$ cat src/rtl/ricevitore_rdy_ack_pkg.sv
`default_nettype none
// ============================================================================
// Module  : ricevitore_rdy_ack_pkg
// Purpose : Shared defaults and a pointer-width helper for the two-phase
//           RDY/ACK receiver.
// Contents: DEF_N, DEF_DEPTH, DEF_CW default parameter values;
//           ptr_w() returns log2(depth), minimum 1, used to size head/tail.
// Revision: 1.0 - initial release
// ============================================================================
package ricevitore_rdy_ack_pkg;

  localparam int DEF_N     = 32;
  localparam int DEF_DEPTH = 2;
  localparam int DEF_CW    = 2;

  // Smallest w with 2^w >= depth. For a power-of-2 depth this is exactly
  // log2(depth), so a w-bit pointer wraps modulo depth with no extra logic.
  function automatic int ptr_w(input int depth);
    int w;
    w = 0;
    while ((1 << w) < depth) w++;
    return (w < 1) ? 1 : w;
  endfunction

endpackage
`default_nettype wire

$ cat src/rtl/ricevitore_rdy_ack_ind.sv
`default_nettype none
// ============================================================================
// Module  : ind_transizione
// Purpose : 1-bit transition indicator. Each cycle with enable high flips the
//           output level; reset returns it to 0.
// Ports   : clock  - system clock
//           reset  - asynchronous active-high reset
//           enable - flip the level on this rising edge
//           level  - current indicator level
// Revision: 1.0 - initial release
// ============================================================================
module ind_transizione (
  input  logic clock,
  input  logic reset,
  input  logic enable,
  output logic level
);

  logic r_level;

  always_ff @(posedge clock or posedge reset) begin
    if (reset) begin
      r_level <= 1'b0;
    end else if (enable) begin
      r_level <= ~r_level;
    end
  end

  assign level = r_level;

endmodule
`default_nettype wire

$ cat src/rtl/ricevitore_rdy_ack.sv
`default_nettype none
// ============================================================================
// Module  : ricevitore_rdy_ack
// Purpose : Receiving end of a two-phase RDY/ACK channel. Each level change
//           on rdy_in carries one word; the word is stored in a circular
//           buffer and ack_out flips to release the sender. Buffered words
//           are offered to the consumer through a valid/take interface.
// Ports   : clock, reset     - clock, asynchronous active-high reset
//           in_data, rdy_in  - sender word and RDY transition indicator
//           ack_out          - ACK transition indicator back to the sender
//           out_data         - oldest buffered word (0 when empty)
//           out_valid        - buffer not empty
//           out_take         - consumer pops the head word this cycle
//           count            - occupied slots, 0..DEPTH
// Revision: 1.0 - initial release
// ============================================================================
module ricevitore_rdy_ack
  import ricevitore_rdy_ack_pkg::*;
#(
  parameter int N     = DEF_N,
  parameter int DEPTH = DEF_DEPTH,
  parameter int CW    = DEF_CW
) (
  input  logic          clock,
  input  logic          reset,
  input  logic [N-1:0]  in_data,
  input  logic          rdy_in,
  output logic          ack_out,
  output logic [N-1:0]  out_data,
  output logic          out_valid,
  input  logic          out_take,
  output logic [CW-1:0] count
);

  localparam int          PW     = ptr_w(DEPTH);
  localparam logic [CW-1:0] C_FULL = CW'(DEPTH);
  localparam logic [CW-1:0] C_ONE  = CW'(1);
  localparam logic [PW-1:0] C_PONE = PW'(1);

  logic [N-1:0]  r_mem [DEPTH];
  logic [PW-1:0] r_head;
  logic [PW-1:0] r_tail;
  logic [CW-1:0] r_count;
  logic          r_rdy_seen;

  logic w_pending;
  logic w_pop;
  logic w_accept;

  // A message is pending while the sender's level differs from the last
  // level we consumed; an even number of toggles therefore looks like none.
  assign w_pending = rdy_in ^ r_rdy_seen;
  assign w_pop     = out_take & (r_count != '0);
  // Full buffer still accepts if the head is popped on the same edge.
  assign w_accept  = w_pending & ((r_count != C_FULL) | out_take);

  always_ff @(posedge clock or posedge reset) begin
    if (reset) begin
      r_rdy_seen <= 1'b0;
      r_head     <= '0;
      r_tail     <= '0;
      r_count    <= '0;
    end else begin
      if (w_accept) begin
        r_rdy_seen <= rdy_in;
        r_tail     <= r_tail + C_PONE;
      end
      if (w_pop) begin
        r_head <= r_head + C_PONE;
      end
      case ({w_accept, w_pop})
        2'b10:   r_count <= r_count + C_ONE;
        2'b01:   r_count <= r_count - C_ONE;
        default: r_count <= r_count;
      endcase
    end
  end

  // Storage needs no reset: out_data is gated by count, so stale words are
  // never observable.
  always_ff @(posedge clock) begin
    if (w_accept) begin
      r_mem[r_tail] <= in_data;
    end
  end

  ind_transizione u_ack (
    .clock  (clock),
    .reset  (reset),
    .enable (w_accept),
    .level  (ack_out)
  );

  assign count     = r_count;
  assign out_valid = (r_count != '0);
  assign out_data  = (r_count != '0) ? r_mem[r_head] : '0;

endmodule
`default_nettype wire

$ cat config.mk
export PLATFORM = sky130hd
export DESIGN_NAME = ricevitore_rdy_ack
export DESIGN_NICKNAME = d
export VERILOG_FILES = /design/src/rtl/ricevitore_rdy_ack_pkg.sv /design/src/rtl/ricevitore_rdy_ack_ind.sv /design/src/rtl/ricevitore_rdy_ack.sv
export SDC_FILE = /design/constraint.sdc
export NUM_CORES = 1
export LEC_CHECK = 0
export CAP_MARGIN = 30
export CORE_MARGIN = 2
export CORE_UTILIZATION = 25
export DETAILED_ROUTE_END_ITERATION = 8
export HOLD_SLACK_MARGIN = 0.15
export PLACE_DENSITY = 0.56
export SYNTH_ARGS = -nofsm -noshare
export SYNTH_HDL_FRONTEND = slang
export SYNTH_SLANG_ARGS = --single-unit
$ cat constraint.sdc
create_clock -name clock -period 3.5 [get_ports clock]
set_input_delay 0.7 -clock clock [delete_from_list [all_inputs] [get_ports clock]]
set_output_delay 0.7 -clock clock [all_outputs]
set_load 0.01 [all_outputs]
==> summary.md <==
| Metric | Value |
|---|---|
| Vias in the first global route | `1553` |
| Mapped Area | `2700 sq um` |
| Crit path time final | `2840 ps` |
| Drt wl/cell | `13.3 um` |
| Total Routing Usage GR | `9.14%` |
| Post-CTS setup buffers | `0` |
| RSZ-0062 raised after global routing | `no` |
| Synth Net Count | `197` |
| HP Class | `reg2reg` |
| Row Count | `37` |
| CTS Buf Count | `9` |
| Cts hold-fix bufs | `0` |
| Post-CTS sizing | `0` |
| Maximum vdd drop | `0.000317 V` |
| Fin crit share | `81.2%` |
| Maximum clock frequency | `0.352 GHz` |
| Pwr Total | `3.29 mW` |
| Synthesis-stage register bit count | `70` |
| WHS Path Cells | `1` |
| Antenna cells | `0` |
| CP Max Fanout | `17` |
| Final non-filler cell total | `378` |
| Syn. warnings | `0` |
| Top-count cell post-synth | `edfxtp_1` |
| Half-perimeter wire length after placement | `3.22 mm` |
| H-tree depth | `3` |
| Yosys top cell by area | `edfxtp_1` |
| Worst Hold End | `u_ack.level` |
| Worst-skew pair later-pin latency | `340 ps` |
| Total wire length | `5.04 mm` |
| Initial DRC count | `19` |
| NumNets Final | `274` |
| Vias | `1494` |
| WP data required | `2800 ps` |
| Inst Count DP | `362` |
| Clock Tree Root | `clkbuf_8` |
| Reg-to-reg endpoint | `count[1]` |
| DRT Pass-1 Iters | `4` |
| Post-synth EDFFs | `64` |
| Largest net degree at the start of global routing | `34` |
| R2R Setup Slk | `1390 ps` |
| HP Start | `u_ack.level` |
| Final WS setup | `659 ps` |
| Syn_area_per_cell | `16.9 sq um` |
| Final setup violation count | `0` |
| Leading post-synthesis cells by cell area | `edfxtp_1 71%, mux2i_1 12%, dfrtp_1 5.6%` |
| Drc violations | `0` |
| Dpl cell area | `3580 sq um` |
| Synth Flop Type | `edfxtp_1` |
| Starting Density | `25.9%` |
| Max_cap viols | `0` |
| Clock Tree Buf Depth | `2` |
| Core ar. | `10400 sq um` |
| Clock sinks | `70` |
| Layout cells sized above 1 | `10.7%` |
| Power density of the placed cells | `869 nW/um^2` |
| TritonCTS clock tree | `done` |
| Die height | `108 um` |
| Worst-Margin Slew | `822 ps` |
| Final Cell Area | `3780 sq um` |
| Normalized max-slew margin | `45.2%` |
| Reg clk slew, reported paths | `80 ps` |
| Slew Viols, Final | `0` |
| Critical Path Sink Type | `output port` |
| Routed Antenna Nets | `0` |
| Final Hold Fails | `0` |
| Util after Layout | `36.3%` |
| Die X | `108 um` |
| Clk_skew | `8.92 ps` |
| Global route overflow | `0` |
| First-pass GRT wire length | `7.87 mm` |
| Post-synth top cells | `64 x edfxtp_1, 33 x nor2_1, 32 x mux2i_1` |
| CP arrival | `2140 ps` |
| LEAKAGE | `1.38 nW` |
| Kind of critical path | `reg2out` |
| Yosys cell types | `17` |
| Final TNS setup | `0 ps` |
| Initial antenna violation count | `0` |
| Die area | `11600 sq um` |
| WHS | `484 ps` |
| Seq/Total Area, Yosys | `76.7%` |
| Yosys top cell area share | `71.2%` |
| Boundary Pins | `72` |
| Area growth, synth to finish | `40.1%` |
| Worst reg2reg path depth | `6` |
| Status | `completed` |
| Vias per cell | `3.95` |
| FFs w/ async S/R, synth | `8.57%` |
| # port buffers | `71` |
| RePlAce Congestion | `0.635` |
| DP Worst Slack | `802 ps` |
| Startpoint Class | `register` |
| R2R Path Start | `count[0]` |
| Post-Syn Instances | `160` |
[worst max-delay path: stages (launching register included)]
cell	delay, ps
dfrtp_2	720
buf_12	250
mux2i_1	250
nor2_1	60
clkdlybuf4s50_1	510
[layout by cell type (no fill, tap or decap)]
| cell | n |
|---|---|
| clkbuf_8 | 9 |
| mux2i_1 | 32 |
| ha_1 | 1 |
| buf_4 | 1 |
| inv_6 | 1 |
| clkinv_4 | 2 |
| clkdlybuf4s50_1 | 71 |
| inv_2 | 1 |
| bufinv_16 | 1 |
| and2_4 | 1 |
| nor3b_2 | 1 |
| xnor2_1 | 3 |
| buf_12 | 1 |
| xor2_1 | 4 |
| nor3_4 | 1 |
| clkinv_2 | 2 |
| nor2_1 | 33 |
| nor2_2 | 1 |
| edfxtp_1 | 64 |
| dfrtp_2 | 1 |
| clkinvlp_4 | 1 |
| dfrtp_1 | 5 |
| inv_1 | 2 |
| and2_2 | 1 |
| nor2_4 | 1 |
| mux2_1 | 1 |
[layer usage]
metal / share of wire, % / vias up / GRT usage, % / wire length [um]
met5: 0 / - / 0 / 0
li1: - / 735 / - / -
met1: 46 / 697 / 10.9 / 2300
met2: 46 / 53 / 14.4 / 2340
met4: 1.6 / 0 / 4.67 / 82
met3: 6.5 / 9 / 3.57 / 326
[logic make-up (layout without fill, tap and decap cells)]
family / after synthesis / count (layout) / share of synthesized area (%)
flip-flops: 70 / 70 / 76.7
XOR/XNOR: 7 / 7 / 2.27
buffers and inverters: 10 / 92 / 1.99
adder cells (fa/ha/maj): 1 / 1 / 0.463
multiplexers: 33 / 33 / 12.3
AND/OR/NAND/NOR: 39 / 39 / 6.26
[area by class of cell]
class                      count  area (sq um)
clock buffer                   9           124
clock inverter                 7          73.8
fill                        1027          6630
inverter                       3          11.3
multi-input combinational     80           592
sequential                    70          2070
tap                          136           170
timing repair buffer          73           738
[report_power, final]
| group | switching [mW] | leakage (nW) | internal [mW] |
|---|---|---|---|
| Combinational | 0.621 | 0.616 | 0.708 |
| Sequential | 0.131 | 0.667 | 1.19 |
| Clock | 0.310 | 0.0996 | 0.331 |
| Total | 1.06 | 1.38 | 2.22 |
[worst max path at each step]
stage	from	to	slack (ps)	cells after the start
after floorplan	rdy_in	r_mem[0][0]	970	2
after global placement	rdy_in	r_mem[1][1]	840	4
after detailed placement	rdy_in	r_mem[1][1]	800	4
after CTS	count[0]	out_data[4]	570	3
after global routing	count[0]	out_data[30]	450	3
final	r_head	out_data[19]	660	4
[state kept, by name (all words and copies together), names as in the netlist]
signal       count
r_mem           64
count            2
r_head           1
r_rdy_seen       1
r_tail           1
u_ack.level      1
No activity file was read; power rests on OpenSTA's default activity.
